### config.mk
export PLATFORM = sky130hd
export DESIGN_NAME = ysyx_2022040010_wb_arb_flat
export DESIGN_NICKNAME = d
export VERILOG_FILES = /design/src/rtl/ysyx_2022040010_wb_arb_if.sv /design/src/rtl/ysyx_2022040010_wb_arb.sv /design/src/flat_wrapper.sv
export SDC_FILE = /design/constraint.sdc
export NUM_CORES = 1
export LEC_CHECK = 0
export BUFFER_PORTS_ARGS = -buffer_cell sky130_fd_sc_hd__buf_2
export CAP_MARGIN = 20
export CORE_MARGIN = 5
export CORE_UTILIZATION = 30
export CTS_CLUSTER_SIZE = 40
export DETAILED_ROUTE_END_ITERATION = 16
export PLACE_DENSITY = 0.53
export SYNTH_ARGS = -nofsm -noshare
export SYNTH_HDL_FRONTEND = slang
export SYNTH_SLANG_ARGS = --single-unit
### constraint.sdc
create_clock -name clk -period 3.6 [get_ports clk]
set_input_delay 0 -clock clk [delete_from_list [all_inputs] [get_ports clk]]
set_output_delay 0 -clock clk [all_outputs]
set_load 0.005 [all_outputs]
### src/rtl/ysyx_2022040010_wb_arb_if.sv
// Signal bundle between the WB stage / MDU (master side) and the regfile write-port arbiter (slave side).
interface ysyx_2022040010_wb_arb_if #(
    parameter int XLEN  = 64,
    parameter int DEPTH = 2
);
    localparam int CW = $clog2(DEPTH) + 1;

    logic            pipe_we;
    logic [4:0]      pipe_waddr;
    logic [XLEN-1:0] pipe_wdata;
    logic            mdu_valid;
    logic            mdu_ready;
    logic [4:0]      mdu_waddr;
    logic [XLEN-1:0] mdu_wdata;
    logic            rf_we;
    logic [4:0]      rf_waddr;
    logic [XLEN-1:0] rf_wdata;
    logic            rf_src;
    logic            stall_req;
    logic [31:0]     pend_mask;
    logic [CW-1:0]   fifo_cnt;

    modport master (
        output pipe_we, pipe_waddr, pipe_wdata, mdu_valid, mdu_waddr, mdu_wdata,
        input  mdu_ready, rf_we, rf_waddr, rf_wdata, rf_src, stall_req, pend_mask, fifo_cnt
    );

    modport slave (
        input  pipe_we, pipe_waddr, pipe_wdata, mdu_valid, mdu_waddr, mdu_wdata,
        output mdu_ready, rf_we, rf_waddr, rf_wdata, rf_src, stall_req, pend_mask, fifo_cnt
    );
endinterface

### src/rtl/ysyx_2022040010_wb_arb.sv
// Regfile write-port arbiter: pipeline writes win, MDU results queue in a FIFO and drain into idle slots,
// with a one-cycle forced drain (stall_req) when the FIFO starves.
module ysyx_2022040010_wb_arb #(
    parameter int XLEN         = 64,
    parameter int DEPTH        = 2,
    parameter int STARVE_LIMIT = 4,
    parameter int CNT_W        = 3
) (
    input  logic                   clk,
    input  logic                   rst,
    ysyx_2022040010_wb_arb_if.slave bus
);
    localparam int PTR_W = $clog2(DEPTH);
    localparam int CW    = PTR_W + 1;

    typedef enum logic [1:0] {S_IDLE, S_PEND, S_FORCE} state_t;

    state_t           r_state, w_state_nxt;
    logic [CW-1:0]    r_cnt, w_cnt_nxt;
    logic [PTR_W-1:0] r_rd_ptr, r_wr_ptr;
    logic [DEPTH-1:0] r_vld;
    logic [4:0]       r_fifo_addr [DEPTH];
    logic [XLEN-1:0]  r_fifo_data [DEPTH];
    logic [CNT_W-1:0] r_starve, w_starve_nxt;
    logic             r_rf_we, r_rf_src;
    logic [4:0]       r_rf_waddr;
    logic [XLEN-1:0]  r_rf_wdata;
    logic             w_pipe_eff, w_pop, w_push, w_ready;
    logic [31:0]      w_pend;

    // In FORCE the WB stage is stalled, so whatever it presents is a bubble.
    assign w_pipe_eff = bus.pipe_we && (bus.pipe_waddr != 5'd0) && (r_state != S_FORCE);
    assign w_pop      = (r_cnt != '0) && (!w_pipe_eff || (r_state == S_FORCE));
    assign w_ready    = (r_cnt < CW'(DEPTH));
    assign w_push     = bus.mdu_valid && w_ready && (bus.mdu_waddr != 5'd0);

    // NOTE: every always_comb output gets a default first so no path leaves it unassigned (no latch).
    always_comb begin
        w_cnt_nxt = r_cnt;
        if (w_push && !w_pop)
            w_cnt_nxt = r_cnt + CW'(1);
        else if (!w_push && w_pop)
            w_cnt_nxt = r_cnt - CW'(1);
    end

    always_comb begin
        w_starve_nxt = '0;
        if ((r_cnt != '0) && !w_pop)
            w_starve_nxt = (r_starve == CNT_W'(STARVE_LIMIT)) ? r_starve : r_starve + CNT_W'(1);
    end

    always_comb begin
        w_state_nxt = r_state;
        case (r_state)
            S_IDLE:  if (w_push) w_state_nxt = S_PEND;
            S_PEND: begin
                if (w_cnt_nxt == '0)
                    w_state_nxt = S_IDLE;
                else if (w_starve_nxt == CNT_W'(STARVE_LIMIT))
                    w_state_nxt = S_FORCE;
            end
            S_FORCE: w_state_nxt = (w_cnt_nxt != '0) ? S_PEND : S_IDLE;
            default: w_state_nxt = S_IDLE;
        endcase
    end

    // NOTE: sequential state uses non-blocking assignments so all registers update from pre-edge values.
    always_ff @(posedge clk) begin
        if (rst) begin
            r_state  <= S_IDLE;
            r_cnt    <= '0;
            r_rd_ptr <= '0;
            r_wr_ptr <= '0;
            r_vld    <= '0;
            r_starve <= '0;
        end else begin
            r_state  <= w_state_nxt;
            r_cnt    <= w_cnt_nxt;
            r_starve <= w_starve_nxt;
            if (w_pop) begin
                r_vld[r_rd_ptr] <= 1'b0;
                r_rd_ptr        <= r_rd_ptr + PTR_W'(1);
            end
            if (w_push) begin
                r_vld[r_wr_ptr] <= 1'b1;
                r_wr_ptr        <= r_wr_ptr + PTR_W'(1);
            end
        end
    end

    // NOTE: payload storage is not reset; the valid bits alone decide what is live.
    always_ff @(posedge clk) begin
        if (w_push) begin
            r_fifo_addr[r_wr_ptr] <= bus.mdu_waddr;
            r_fifo_data[r_wr_ptr] <= bus.mdu_wdata;
        end
    end

    always_ff @(posedge clk) begin
        if (rst) begin
            r_rf_we    <= 1'b0;
            r_rf_waddr <= '0;
            r_rf_wdata <= '0;
            r_rf_src   <= 1'b0;
        end else if (w_pipe_eff) begin
            r_rf_we    <= 1'b1;
            r_rf_waddr <= bus.pipe_waddr;
            r_rf_wdata <= bus.pipe_wdata;
            r_rf_src   <= 1'b0;
        end else if (w_pop) begin
            r_rf_we    <= 1'b1;
            r_rf_waddr <= r_fifo_addr[r_rd_ptr];
            r_rf_wdata <= r_fifo_data[r_rd_ptr];
            r_rf_src   <= 1'b1;
        end else begin
            r_rf_we    <= 1'b0;
        end
    end

    always_comb begin
        w_pend = '0;
        for (int i = 0; i < DEPTH; i++)
            if (r_vld[i]) w_pend[r_fifo_addr[i]] = 1'b1;
        w_pend[0] = 1'b0;
    end

    assign bus.mdu_ready = w_ready;
    assign bus.rf_we     = r_rf_we;
    assign bus.rf_waddr  = r_rf_waddr;
    assign bus.rf_wdata  = r_rf_wdata;
    assign bus.rf_src    = r_rf_src;
    assign bus.stall_req = (r_state == S_FORCE);
    assign bus.pend_mask = w_pend;
    assign bus.fifo_cnt  = r_cnt;
endmodule

### src/flat_wrapper.sv
// flat-port wrapper written by rule: the top's interface ports become plain ports
module ysyx_2022040010_wb_arb_flat 
#(
    parameter int XLEN         = 64,
    parameter int DEPTH        = 2,
    parameter int STARVE_LIMIT = 4,
    parameter int CNT_W        = 3
)
  (clk, rst, bus_pipe_we, bus_pipe_waddr, bus_pipe_wdata, bus_mdu_valid, bus_mdu_waddr, bus_mdu_wdata, bus_mdu_ready, bus_rf_we, bus_rf_waddr, bus_rf_wdata, bus_rf_src, bus_stall_req, bus_pend_mask, bus_fifo_cnt);
  ysyx_2022040010_wb_arb_if #(.XLEN(XLEN), .DEPTH(DEPTH)) bus_i ();
  input  logic clk;
  input  logic rst;
  input wire logic [$bits(bus_i.pipe_we)-1:0] bus_pipe_we;
  input wire logic [$bits(bus_i.pipe_waddr)-1:0] bus_pipe_waddr;
  input wire logic [$bits(bus_i.pipe_wdata)-1:0] bus_pipe_wdata;
  input wire logic [$bits(bus_i.mdu_valid)-1:0] bus_mdu_valid;
  input wire logic [$bits(bus_i.mdu_waddr)-1:0] bus_mdu_waddr;
  input wire logic [$bits(bus_i.mdu_wdata)-1:0] bus_mdu_wdata;
  output wire logic [$bits(bus_i.mdu_ready)-1:0] bus_mdu_ready;
  output wire logic [$bits(bus_i.rf_we)-1:0] bus_rf_we;
  output wire logic [$bits(bus_i.rf_waddr)-1:0] bus_rf_waddr;
  output wire logic [$bits(bus_i.rf_wdata)-1:0] bus_rf_wdata;
  output wire logic [$bits(bus_i.rf_src)-1:0] bus_rf_src;
  output wire logic [$bits(bus_i.stall_req)-1:0] bus_stall_req;
  output wire logic [$bits(bus_i.pend_mask)-1:0] bus_pend_mask;
  output wire logic [$bits(bus_i.fifo_cnt)-1:0] bus_fifo_cnt;
  assign bus_i.pipe_we = bus_pipe_we;
  assign bus_i.pipe_waddr = bus_pipe_waddr;
  assign bus_i.pipe_wdata = bus_pipe_wdata;
  assign bus_i.mdu_valid = bus_mdu_valid;
  assign bus_i.mdu_waddr = bus_mdu_waddr;
  assign bus_i.mdu_wdata = bus_mdu_wdata;
  assign bus_mdu_ready = bus_i.mdu_ready;
  assign bus_rf_we = bus_i.rf_we;
  assign bus_rf_waddr = bus_i.rf_waddr;
  assign bus_rf_wdata = bus_i.rf_wdata;
  assign bus_rf_src = bus_i.rf_src;
  assign bus_stall_req = bus_i.stall_req;
  assign bus_pend_mask = bus_i.pend_mask;
  assign bus_fifo_cnt = bus_i.fifo_cnt;
  ysyx_2022040010_wb_arb #(.XLEN(XLEN), .DEPTH(DEPTH), .STARVE_LIMIT(STARVE_LIMIT), .CNT_W(CNT_W)) u_core (.clk(clk), .rst(rst), .bus(bus_i));
endmodule
==> key figures <==
Outcome
  • Status: completed

Route
  • Post-detailed-route wirelength per cell: 16.0 um
  • DR pass1 iterations: 4
  • WL final: 25,600 um
  • Total number of vias: 7,461
  • Antenna-violating nets left: 0
  • Detailed Route Iter0 Violations: 397
  • Remaining DRCs: 0
  • Routed vias/inst: 4.67

Final layout
  • Area grow syn2layout: 41.6%
  • Most common cell after layout, fill and taps aside: buf_2
  • Design area: 12,900 um2
  • Share of cells above drive strength 1: 0.255
  • Area of the multi-input gates: 3020 um2
  • FF+latch area: 5810 um2
  • NumNets Final: 1,333
  • Most frequent cells in the layout: 246 x buf_2, 210 x nand2_1, 140 x dlygate4sd3_1
  • Fill count: 2,896

Clock tree
  • Clk Latency, worst-skew pair: 520 ps
  • Clk slew on worst S/H paths: 60 ps
  • Clock sinks: 221
  • Post-cts repair resize count: 0
  • CTS tree: built
  • CTS root buf: clkbuf_16
  • H-tree lvl count: 1
  • Clk buf depth: 3
  • Total CTS buffers: 25

Place
  • GPL Wtd Cong: 0.746
  • Placed inst area: 10,700 um2
  • IO buf count: 247
  • Hpwl dp: 16,700 um

Min path
  • Hold Crit Depth: 4
  • Min-Delay Path Class: in2reg

Worst setup path
  • Register-to-register path setup slack: 1340 ps
  • Crit path capture type: flip-flop
  • Critical path's slowest cell: dlygate4sd3_1
  • Slowest Stage Delay on Critical Path: 560 ps
  • Critical path fanouts, max: 37
  • WS Path Type: in2reg
  • Worst Setup Start Kind: primary input
  • Worst-path cell chain: dlygate4sd3_1 -> buf_2 -> nor4_1 -> a211oi_1 -> nand2b_1 -> clkinv_2 -> buf_12
  • Worst setup path startpoint: bus_mdu_waddr[1]
  • Critical Path Stages: 7
  • CP bufs+invs: 4
  • FF-to-FF End: u_core.r_fifo_data[0][21]$_DFFE_PP_
  • Required time worst endpoint: 3850 ps
  • FF-to-FF Start: u_core.bus.fifo_cnt[1]$_SDFF_PP0_
  • CP endpoint: u_core.r_fifo_data[0][21]$_DFFE_PP_
  • Worst reg-to-reg path cell count: 4
  • Largest delay contributor family on the critical path: buffers and inverters
  • Arrival time worst endpoint: 2550 ps

Synth
  • Cells after Synth: 823
  • Avg Cell Area, Syn: 11.1 um2
  • Synth cell types: 47
  • Syn_nets: 968
  • Yosys synthesis warning count: 0
  • Synth Cell Area: 9120 um2
  • Register area share after synthesis: 0.636
  • Seq cells post-synth: 221

STA
  • Max Slew Vio Count: 0
  • Final Hold Fails: 0
  • Clock Skew: 6.06 ps
  • Unrepaired setup endpoints after global routing: false
  • Setup TNS: 0 ps
  • Period utilisation layout: 0.639
  • Count of final setup violators: 0
  • Slew headroom: 0.339
  • Worst-Margin Slew: 991 ps
  • Fmax: 0.435 GHz
  • Tmin final: 2300 ps

Die
  • Die Span X: 184 um
  • Die Y: 184 um
  • Starting Density: 0.306
  • Core area: 29,800 um2
  • Cell Rows: 63
  • Die area: 34,000 um2
  • # IOs: 249

GRT
  • GRT Residual Overflow: 0
  • Maximum number of pins on one net before global-route repair: 115
  • Total GRT Usage: 0.145
  • Vias in the first global route: 7,522
  • Antenna violations before repair: 3
  • First-pass GRT wire length: 40,100 um

Power and ir drop
  • Worst IR Drop VDD: 417 uV
  • PD cells: 592 nW/um2
  • Leakage: 0.00508 uW

Flow run
  • # Max-Cap Violations: 0
## through the flow
stage / hold WS, ps / worst slack, ps / instances / utilization / power (uW)
3_3_place_gp: 188 / 1330 / 1411 / 0.359 / 5070
6_report: 30.8 / 1300 / 1598 / 0.434 / 7650
2_1_floorplan: 98.9 / 891 / 823 / - / 4470
3_5_place_dp: 192 / 1240 / 1411 / 0.359 / 5090
4_1_cts: 18.2 / 1200 / 1596 / 0.434 / 7770
5_1_grt: 47.6 / 1050 / 1598 / 0.434 / 8150
## sequential cells by signal (all words and copies together), names as in the netlist, named ones only
name                 count
u_core.bus.fifo_cnt      2
u_core.bus.rf_src        1
u_core.bus.rf_waddr      5
u_core.bus.rf_wdata     64
u_core.bus.rf_we         1
u_core.r_fifo_addr      10
u_core.r_fifo_data     128
u_core.r_rd_ptr          1
u_core.r_starve          3
u_core.r_state           2
u_core.r_vld             2
u_core.r_wr_ptr          1
## what timing repair did
action / CTS / global route
hold endpoints to repair: 208 / 0
hold buffers: 140 / 0
setup buffers: 0 / 0
endpoints found under the setup margin: 0 / 0
## worst min path at each step
stage | end | startpoint | slack [ps]
after floorplan | u_core.r_fifo_addr[0][0]$_DFFE_PP_ | bus_mdu_waddr[0] | 100
after global placement | u_core.r_fifo_data[1][0]$_DFFE_PP_ | bus_mdu_wdata[0] | 190
after detailed placement | u_core.r_fifo_data[0][39]$_DFFE_PP_ | bus_mdu_wdata[39] | 190
after CTS | u_core.bus.rf_waddr[1]$_SDFFE_PP0P_ | bus_pipe_we | 20
after global routing | u_core.bus.rf_waddr[1]$_SDFFE_PP0P_ | bus_pipe_we | 50
final | u_core.bus.rf_waddr[0]$_SDFFE_PP0P_ | bus_pipe_we | 30
## final cells by class
class / instances / area share
clock inverters: 12 / 0.0103
repair buffers: 395 / 0.213
well taps: 390 / 0.0378
inverters: 10 / 0.00310
flip-flops and latches: 221 / 0.450
multi-input cells: 535 / 0.234
clock buffers: 33 / 0.0523
diodes: 2 / 0.000387
## worst register-to-register path: stages (launching register included)
cell      delay [ps]
dfxtp_1          350
a211oi_1         540
nand2b_1         200
clkinv_2         520
buf_12           310
## cells by family (layout without fill, tap and decap cells)
group / count (synthesis) / after routing / share of synthesized area
simple gates: 269 / 269 / 0.130
flops: 221 / 221 / 0.636
compound gates: 191 / 191 / 0.116
mux: 68 / 68 / 0.0746
buf+inv: 67 / 450 / 0.0340
fa+ha+maj: 3 / 3 / 0.00411
xor+xnor: 3 / 3 / 0.00439
other cells: 1 / 3 / 0.000411
## report_power, final
group          switching [uW]  total [uW]  leakage, uW  internal [uW]
Clock                     986        2510     0.000396           1530
Combinational            1030        1850      0.00272            813
Sequential                233        3290      0.00197           3060
Total                    2250        7650      0.00508           5400
## per-layer routing
layer | global-route usage | vias up | share of wire
met5 | 0 | - | 0.00051
met4 | 0.0340 | 2 | 0.017
met3 | 0.0347 | 45 | 0.083
met2 | 0.246 | 271 | 0.47
met1 | 0.190 | 3462 | 0.43
li1 | - | 3681 | -
## synthesized netlist by cell type, drive strengths merged
cell    number  share of area
a211o        1        0.00096
a211oi       2         0.0016
a21oi       73          0.040
a22oi        2         0.0016
a311oi       2         0.0019
and2         1        0.00069
and3         1        0.00069
buf         30          0.019
clkbuf      27          0.011
conb         1        0.00041
dfxtp       83           0.18
edfxtp     138           0.45
ha           3         0.0041
inv         10         0.0041
mux2i       68          0.075
nand2      210          0.086
nand2b       4         0.0027
nand3        4         0.0022
nand3b      11         0.0091
nor2        10         0.0041
nor2b        2         0.0014
nor3         4         0.0022
nor3b        2         0.0022
nor4         5         0.0041
nor4b        2         0.0026
nor4bb       1         0.0011
o21ai       75          0.042
o221a        1         0.0012
o22ai       31          0.021
o311ai       1         0.0029
o31a         1        0.00096
o31ai        1        0.00082
o32ai        1        0.00096
or2          1        0.00069
or3          3         0.0026
or3b         7         0.0067
or4          1        0.00082
xnor2        2         0.0019
xnor3        1         0.0025
Power figures use the tool's default switching activity.
